--- src/rtl/red_track_pkg.sv ---
// Shared constants and types for the red-blob centroid tracker.
package red_track_pkg;
  localparam logic [9:0]  H_RES    = 10'd640;
  localparam logic [9:0]  V_RES    = 10'd480;
  localparam logic [15:0] CENTER_X = 16'd319;
  localparam logic [15:0] CENTER_Y = 16'd239;
  localparam int          SUM_W    = 28;
  localparam int          CNT_W    = 19;

  localparam logic [4:0]       R_MIN      = 5'd20;
  localparam logic [5:0]       G_MAX      = 6'd20;
  localparam logic [4:0]       B_MAX      = 5'd12;
  localparam logic [CNT_W-1:0] MIN_PIXELS = CNT_W'(64);

  typedef struct packed {
    logic [4:0] r;
    logic [5:0] g;
    logic [4:0] b;
  } rgb565_t;

  typedef enum logic [1:0] {IDLE, DIV, DONE} centroid_state_t;
endpackage

--- src/rtl/seq_divider.sv ---
// Restoring unsigned divider, one quotient bit per cycle; o_done pulses after N_W steps.
module seq_divider #(
  parameter int N_W = 28,
  parameter int D_W = 19
) (
  input  logic           clk,
  input  logic           rst,
  input  logic           i_start,
  input  logic [N_W-1:0] i_dividend,
  input  logic [D_W-1:0] i_divisor,
  output logic [N_W-1:0] o_quotient,
  output logic           o_done
);
  localparam int             C_W  = $clog2(N_W);
  localparam logic [C_W-1:0] LAST = C_W'(N_W - 1);

  logic [N_W-1:0] r_q;
  logic [D_W-1:0] r_rem;
  logic [D_W-1:0] r_div;
  logic [C_W-1:0] r_cnt;
  logic           r_run;
  logic           r_done;
  logic [D_W:0]   w_rs;
  logic [D_W+1:0] w_sub;

  // Dividend shifts out of r_q MSB-first while quotient bits shift in at the bottom.
  assign w_rs  = {r_rem, r_q[N_W-1]};
  assign w_sub = {1'b0, w_rs} - {2'b00, r_div};

  always_ff @(posedge clk or posedge rst) begin
    if (rst) begin
      r_q    <= '0;
      r_rem  <= '0;
      r_div  <= '0;
      r_cnt  <= '0;
      r_run  <= 1'b0;
      r_done <= 1'b0;
    end else begin
      r_done <= 1'b0;
      if (i_start) begin
        r_q   <= i_dividend;
        r_rem <= '0;
        r_div <= i_divisor;
        r_cnt <= '0;
        r_run <= 1'b1;
      end else if (r_run) begin
        r_q   <= {r_q[N_W-2:0], ~w_sub[D_W+1]};
        r_rem <= w_sub[D_W+1] ? w_rs[D_W-1:0] : w_sub[D_W-1:0];
        r_cnt <= r_cnt + 1'b1;
        if (r_cnt == LAST) begin
          r_run  <= 1'b0;
          r_done <= 1'b1;
        end
      end
    end
  end

  assign o_quotient = r_q;
  assign o_done     = r_done;
endmodule

--- src/rtl/red_centroid_detect.sv ---
// Per-frame red-pixel centroid: classify, accumulate, divide at frame end, hold result.
module red_centroid_detect
  import red_track_pkg::*;
(
  input  logic        clk,
  input  logic        reset,
  input  logic        frame_start,
  input  logic        frame_end,
  input  logic        pix_valid,
  input  logic [9:0]  x_pixel,
  input  logic [9:0]  y_pixel,
  input  logic [15:0] rgb565,
  output logic [15:0] x_meas,
  output logic [15:0] y_meas,
  output logic        red_detect,
  output logic        meas_valid,
  output logic        busy
);
  rgb565_t          w_px;
  logic             w_red;
  logic [SUM_W-1:0] w_add_x, w_add_y, w_sum_x, w_sum_y, w_lat_x, w_lat_y;
  logic [CNT_W-1:0] w_add_c, w_cnt, w_lat_c;
  logic [SUM_W-1:0] r_sum_x, r_sum_y;
  logic [CNT_W-1:0] r_cnt;
  logic [SUM_W-1:0] w_qx, w_qy;
  logic             w_done_x, w_done_y, w_start, w_big;
  logic             w_unused_q;
  centroid_state_t  r_state;
  logic             r_blob;

  assign w_px  = rgb565_t'(rgb565);
  assign w_red = pix_valid & (x_pixel < H_RES) & (y_pixel < V_RES) &
                 (w_px.r >= R_MIN) & (w_px.g <= G_MAX) & (w_px.b <= B_MAX);

  assign w_add_x = w_red ? {{(SUM_W-10){1'b0}}, x_pixel} : '0;
  assign w_add_y = w_red ? {{(SUM_W-10){1'b0}}, y_pixel} : '0;
  assign w_add_c = {{(CNT_W-1){1'b0}}, w_red};
  assign w_sum_x = r_sum_x + w_add_x;
  assign w_sum_y = r_sum_y + w_add_y;
  assign w_cnt   = r_cnt + w_add_c;

  // With a coincident frame_start the current pixel opens the new frame instead.
  assign w_lat_x = frame_start ? r_sum_x : w_sum_x;
  assign w_lat_y = frame_start ? r_sum_y : w_sum_y;
  assign w_lat_c = frame_start ? r_cnt   : w_cnt;

  always_ff @(posedge clk or posedge reset) begin
    if (reset) begin
      r_sum_x <= '0;
      r_sum_y <= '0;
      r_cnt   <= '0;
    end else if (frame_start) begin
      r_sum_x <= w_add_x;
      r_sum_y <= w_add_y;
      r_cnt   <= w_add_c;
    end else if (frame_end) begin
      r_sum_x <= '0;
      r_sum_y <= '0;
      r_cnt   <= '0;
    end else begin
      r_sum_x <= w_sum_x;
      r_sum_y <= w_sum_y;
      r_cnt   <= w_cnt;
    end
  end

  // Frame results arriving outside IDLE are dropped.
  assign w_big   = (w_lat_c >= MIN_PIXELS);
  assign w_start = frame_end & (r_state == IDLE) & w_big;

  seq_divider #(.N_W(SUM_W), .D_W(CNT_W)) u_div_x (
    .clk(clk), .rst(reset), .i_start(w_start), .i_dividend(w_lat_x),
    .i_divisor(w_lat_c), .o_quotient(w_qx), .o_done(w_done_x)
  );
  seq_divider #(.N_W(SUM_W), .D_W(CNT_W)) u_div_y (
    .clk(clk), .rst(reset), .i_start(w_start), .i_dividend(w_lat_y),
    .i_divisor(w_lat_c), .o_quotient(w_qy), .o_done(w_done_y)
  );

  assign w_unused_q = ^{w_qx[SUM_W-1:16], w_qy[SUM_W-1:16]};

  always_ff @(posedge clk or posedge reset) begin
    if (reset) begin
      r_state    <= IDLE;
      r_blob     <= 1'b0;
      x_meas     <= CENTER_X;
      y_meas     <= CENTER_Y;
      red_detect <= 1'b0;
      meas_valid <= 1'b0;
    end else begin
      meas_valid <= 1'b0;
      case (r_state)
        IDLE: if (frame_end) begin
          r_blob  <= w_big;
          r_state <= w_big ? DIV : DONE;
        end
        DIV: if (w_done_x & w_done_y) r_state <= DONE;
        DONE: begin
          meas_valid <= 1'b1;
          red_detect <= r_blob;
          if (r_blob) begin
            x_meas <= w_qx[15:0];
            y_meas <= w_qy[15:0];
          end
          r_state <= IDLE;
        end
        default: r_state <= IDLE;
      endcase
    end
  end

  assign busy = (r_state == DIV);
endmodule

--- config.mk ---
export PLATFORM = sky130hd
export DESIGN_NAME = red_centroid_detect
export DESIGN_NICKNAME = d
export VERILOG_FILES = /design/src/rtl/red_track_pkg.sv /design/src/rtl/seq_divider.sv /design/src/rtl/red_centroid_detect.sv
export SDC_FILE = /design/constraint.sdc
export NUM_CORES = 1
export LEC_CHECK = 0
export ABC_AREA = 0
export BUFFER_PORTS_ARGS = -buffer_cell sky130_fd_sc_hd__buf_2
export CORE_ASPECT_RATIO = 1.25
export CORE_MARGIN = 3
export CORE_UTILIZATION = 67
export CTS_CLUSTER_DIAMETER = 80
export DETAILED_ROUTE_END_ITERATION = 10
export PLACE_DENSITY = 0.88
export SYNTH_ARGS = -nofsm -noshare
export SYNTH_HDL_FRONTEND = slang
export SYNTH_SLANG_ARGS = --single-unit
--- constraint.sdc ---
create_clock -name clk -period 11.3 [get_ports clk]
set_input_delay 0.565 -clock clk [delete_from_list [all_inputs] [get_ports clk]]
set_output_delay 0.565 -clock clk [all_outputs]
set_load 0.1 [all_outputs]
==> metrics, run 1 <==
combinational share of power=between 40 and 50%; gr usage total=28.41%; CP cell instances=buf_2 -> nand3b_1 -> nor4_1 -> nand4_1 -> a21oi_1 -> buf_4 -> ha_1 -> ha_1 -> nand2_1 -> or4_4 -> a311oi_1 -> nor3_1 -> or4_4 -> and2_4 -> buf_4 -> a211oi_1 -> a21oi_1; Setup Crit Path Kind=input port to flip-flop; run status=finished, final reports clean; Max Clock Freq=about 200 MHz; Worst Tran Pin Value=around 1.3 ns; Core Box Area=0.02111 mm^2; post-synthesis cell type count=69; leakage=around 7.0 nW; number of fill cells=approximately 1400; IO buf count=between 70 and 80; Worst EP arrival=roughly 5.3 ns; switch share=between 40% and 50%; Final GP Congestion=0.8565; area of the die=between 0.02 and 0.025 mm^2; Vias=about 12000; Synth Register Bits=about 240; global routing usage on met3=roughly 3.1%; Die Span Y=around 170 um; hold slack=0.1863 ns; Crit. End Element=flip-flop; critical path peak fanout=80; setup TNS=0 ns; synth warn=0; Crit path depth=17; final count of hold timing violations=0; Max stage delay cell, worst path=or4_4; vias in the first global route=about 12000; Pins Over Slew Limit=0; Die Width=about 140 um; gr ovfl total=0; Post CTS Setup Buffer Count=0; Storage cell area=roughly 0.0060 mm^2; async set-or-reset flop fraction in the synthesized netlist=100.0%; Post-Syn Area per Cell=between 9 and 10 um^2; CTS H-tree depth=1; Initial Utilization=between 60 and 70%; share of cells above drive strength 1=a little over an eighth; PD cells=238.5 mW/mm^2; DRC=0; largest net degree at the start of global routing=~120; Vias/cell=6.326; Clock Sink Count=~240; drt total wl=around 34000 um; clock share of power=about a quarter; sw power=~1.5 mW; Worst Hold Class=input port to async pin; commonest non-fill, non-tap cell in the layout=dfrtp_1; Final setup viols=0; CTS Hold Bufs=0; CTS root buffer=clkbuf_16; Crit path required time=between 10 and 15 ns; Syn Inst Count=~1600; Worst IR Drop VDD=between 0.2 and 0.25 mV; Main synth FF type=dfrtp_1; first-pass GRT wire length=between 50000 and 60000 um; Crit path max-delay family=simple AND/OR/NAND/NOR gates; Final min period=slightly below 5 ns; FP Rows=between 50 and 60; antenna fix cells=0; RSZ-0062 raised after global routing=no; grt peak-use layer=met2; Seq pwr share=approximately a third; fin crit share=approximately 44%; CTS tree=built; slew margin rel.=~11%; Resized cells post-CTS=0; latest clock arrival within the worst-skew pair=around 0.53 ns; area of the multi-input gates=~0.0080 mm^2; clock tree buffer depth=3; initial antenna violation count=0; GR met2 Demand/Resource=51.78%; Clock transition at path regs=0.06 ns; Pint=roughly 2.3 mW; TritonCTS Buffers=26; hpwl dp=~21000 um; global-route met1 utilization=between 30 and 40%; Post-Syn Area=about 0.015 mm^2; Post-synth EDFFs=0; IO Count=76; Fin Clk Skew=roughly 0.015 ns; Antenna Nets Post-Route=0; CP startpoint kind=input port; final net count=roughly 1700; Mapped Nets=roughly 1700; DRT iter0 DRCs=840; Reg2Reg Depth=11; Avg WL per Cell=about 18 um; most frequent cells in the layout=dfrtp_1 (223), nor2_1 (120), a21oi_1 (118); PnR worst setup slack=between 6 and 7 ns; DRT Pass-1 Iters=6; post-place setup slack=roughly 6 ns; P&R area growth vs syn=9.260%; max_cap viols=0; Largest stage delay, worst path=0.58 ns; Seq/Total Area, Yosys=between 40% and 50%; Crit path buffers/inverters=3
[synth_stat cells (24+ instances only)]
cell	instances	area share [%]
dfrtp_1	225	39
nor2_1	120	3.1
a21oi_1	118	4.0
nand2_1	108	2.8
o21ai_0	90	3.1
xor2_1	67	4.0
mux2i_1	63	4.3
ha_1	62	5.3
xnor2_1	59	3.5
inv_1	53	1.4
a211oi_1	51	2.6
clkbuf_1	48	1.2
nor2b_1	48	2.1
mux2_2	34	2.6
nand3_1	31	1.1
and2_1	26	1.1
nor3_1	24	0.82
or3_1	24	1.0
[logic make-up after synthesis]
kind of cell | share of synthesized area (%)
and+or+nand+nor | 17.06
AOI/OAI and AO/OA | 17.38
DFF | 41.07
buffers and inverters | 4.120
xor gates and xnor gates | 7.555
muxes | 6.938
adders and majority gates | 5.859
other | 0.02567
[final cells by class]
cell class	instances	area share, %
multi-input combinational	1172	50.25
sequential	239	37.62
clock buffer	35	4.735
timing repair buffer	84	2.807
tap	274	2.148
inverter	53	1.294
clock inverter	13	1.152
[path summary, 6_finish.rpt]
path / slack [ns] / to / from
max in group asynchronous: 9.06 / u_div_y.r_rem[9] / reset
min in group clk: 0.30 / r_sum_y[7] / y_pixel[7]
setup reg to reg: 7.20 / u_div_x.o_quotient[26] / r_cnt[0]
setup / recovery: 6.37 / u_div_x.o_quotient[26] / y_pixel[9]
hold reg to reg: 0.48 / u_div_x.r_div[15] / u_div_x.r_div[15]
hold / removal: 0.19 / r_sum_x[2] / reset
[sequential cells by signal, indices dropped and copies added (netlist names)]
register / count
r_sum_y: 28
x_meas: 16
u_div_x.r_rem: 19
y_meas: 16
u_div_x.o_quotient: 28
r_sum_x: 28
u_div_x.r_div: 19
u_div_y.r_run: 1
r_blob: 1
u_div_x.r_run: 1
u_div_x.o_done: 1
u_div_y.o_done: 1
u_div_y.r_cnt: 5
meas_valid: 1
red_detect: 1
u_div_y.r_rem: 19
r_cnt: 19
u_div_y.o_quotient: 28
u_div_x.r_cnt: 5
r_state: 2
[through the flow]
stage | total power, mW | std cells | area (um^2) | util, %
after floorplan | 2.545 | 1552 | 14610 | -
after global placement | 2.778 | 1822 | 15020 | 71.14
after detailed placement | 2.852 | 1822 | 15020 | 71.14
after CTS | 3.807 | 1870 | 15960 | 75.59
after global routing | 4.039 | 1870 | 15960 | 75.59
final | 3.806 | 1870 | 15960 | 75.59
[power by group through the flow]
| stage | registers (mW) | logic, mW | clock network (mW) |
|---|---|---|---|
| 5_1_grt | 1.33 | 1.73 | 0.972 |
| 2_1_floorplan | 1.46 | 1.08 | 0 |
| 3_3_place_gp | 1.30 | 1.48 | 0 |
| 3_5_place_dp | 1.31 | 1.54 | 0 |
| 4_1_cts | 1.30 | 1.57 | 0.931 |
| 6_report | 1.31 | 1.58 | 0.921 |
[routing by layer]
layer,vias to the layer above,wire length [um]
li1,5576,-
met1,5823,13680
met2,342,17380
met3,89,1417
met4,0,1406
met5,-,0
Power figures use the tool's default switching activity.
==> inputs of run 2 (changes only) <==
- CORE_UTILIZATION: 67 -> 62
- PLACE_DENSITY: 0.88 -> 0.83
- clock period: 11.3 -> 5.1 ns (I/O delays scaled with it)
==> run 2 against run 1 <==
Net effect: count of clock-buffer cells in the layout fell by 1; sequential share of layout area fell by 0.35 points; die area rose by 7.7%; sequential power rose by 130%; via count fell by 0.65%; wire length fell by 1.2%; combinational power rose by 110%; core utilization fell by 5.7 points; highest routed layer unchanged; worst setup slack got worse by 5.8 ns; largest power group unchanged; critical path type unchanged; first-iteration DRC count fell by 23%; cell area rose by 0.93%; global-route usage fell by 2.0 points.
==> metrics, run 2 (synthesis results as in run 1) <==
gr usage total=between 20% and 30%; Core Box Area=around 0.023 mm^2; P&R area growth vs syn=10.28%; fin area=between 0.015 and 0.02 mm^2; final cell count without fillers=1899; Worst Tran Pin Value=about 1.1 ns; Final setup viols=0; Post CTS Setup Buffer Count=0; IO Count=76; Setup Crit Path Kind=input port to flip-flop; CTS root buffer=clkbuf_16; post-place setup slack=between 0.5 and 0.6 ns; Pins Over Slew Limit=0; Die Width=143.3 um; Vias=11750; Final GP Congestion=about 0.89; gr ovfl total=0; share of cells above drive strength 1=13.59%; CTS H-tree depth=1; hold slack=about 0.019 ns; leakage=roughly 7.0 nW; vias in the first global route=roughly 12000; PnR worst setup slack=about 0.55 ns; Worst Hold Class=input port to flip-flop; Clock transition at path regs=approximately 0.06 ns; commonest non-fill, non-tap cell in the layout=dfrtp_1; run status=finished, final reports clean; Largest stage delay, worst path=between 0.5 and 0.6 ns; clock tree buffer depth=3; setup TNS=0 ns; Crit path required time=~5.5 ns; Final Core Density=between 60% and 70%; slew margin rel.=26.72%; Crit. End Element=flip-flop; latest clock arrival within the worst-skew pair=between 0.5 and 0.6 ns; max_cap viols=0; Clock Sink Count=between 200 and 250; TritonCTS Buffers=26; CTS tree=built; initial antenna violation count=0; DRT Pass-1 Iters=5; most frequent cells in the layout=dfrtp_1 (223), nor2_1 (120), a21oi_1 (118); final count of hold timing violations=0; largest net degree at the start of global routing=roughly 120; area of the die=0.02545 mm^2; fin crit share=89.27%; hpwl dp=between 20000 and 25000 um; Crit path buffers/inverters=3; Crit path max-delay family=simple AND/OR/NAND/NOR gates; Antenna Nets Post-Route=0; Worst IR Drop VDD=just under 0.7 mV; DRC=0; Final min period=4.553 ns; Final Power=~8.3 mW; CP startpoint kind=input port; critical path peak fanout=39; Worst EP arrival=slightly below 5 ns; first-pass GRT wire length=around 56000 um; Resized cells post-CTS=0; antenna fix cells=0; FP Rows=62; Max stage delay cell, worst path=or4_4; Initial Utilization=about 63%; PD cells=between 500 and 600 mW/mm^2; total placed cells including tap cells=~1800; DRT iter0 DRCs=647; drt total wl=~33000 um; RSZ-0062 raised after global routing=no; CP cell instances=dlygate4sd3_1 -> buf_2 -> o21ai_0 -> nand4_1 -> a21oi_1 -> ha_1 -> ha_1 -> nand2_1 -> or4_4 -> a311oi_1 -> nor3_1 -> or4_4 -> and2_4 -> buf_4 -> a211oi_1 -> a21oi_1; final net count=~1700; IO buf count=between 70 and 80; Fin Clk Skew=around 0.014 ns; Die Span Y=about 180 um; Avg WL per Cell=17.62 um; Placed Area=0.01513 mm^2; Max Clock Freq=around 220 MHz; Vias/cell=approximately 6.2
run 2: timing repair:
action / in CTS / in global routing
setup endpoints to repair: 0 / 0
hold buffers: 7 / 0
endpoints found under the hold margin: 31 / 0
run 2: power breakdown:
part | internal (mW) | switching [mW]
Sequential | 2.41 | 0.555
Clock | 1.20 | 0.798
Combinational | 1.37 | 2.01
Total | 4.97 | 3.37
run 2: area by class of cell:
type | count | area, um^2
Multi-Input combinational cell | 1172 | 8019
Fill cell | 1642 | 6932
Sequential cell | 239 | 6003
Clock buffer | 34 | 711.9
Timing Repair Buffer | 99 | 615.6
Tap cell | 288 | 360.3
Inverter | 53 | 202.7
Clock inverter | 14 | 195.2
run 2: final timing paths:
path,endpoint,slack [ns],startpoint,cells after the start
setup / recovery,u_div_y.o_quotient[20],0.55,x_pixel[8],16
hold reg to reg,r_state[1],0.48,r_state[1],1
setup reg to reg,u_div_y.o_quotient[20],1.44,r_cnt[0],11
max in group asynchronous,u_div_y.r_run,3.53,reset,4
hold / removal,r_sum_y[5],0.02,y_pixel[5],2
min in group asynchronous,u_div_y.r_rem[1],0.38,reset,3
run 2: worst register-to-register path, cell delays in order, from the launching register on:
cell and delay [ns]:
dfrtp_1 0.35, ha_1 0.21, ha_1 0.30, nand2_1 0.16, or4_4 0.55, a311oi_1 0.29, nor3_1 0.09, or4_4 0.58
and2_4 0.33, buf_4 0.34, a211oi_1 0.28, a21oi_1 0.06
run 2: routing by layer:
| metal | up-vias | wire length (um) | GRT usage (%) |
|---|---|---|---|
| li1 | 5629 | - | - |
| met1 | 5735 | 13850 | 32.55 |
| met2 | 312 | 17220 | 47.51 |
| met3 | 77 | 1423 | 2.911 |
| met4 | 0 | 974 | 9.812 |
| met5 | - | 0 | 0 |
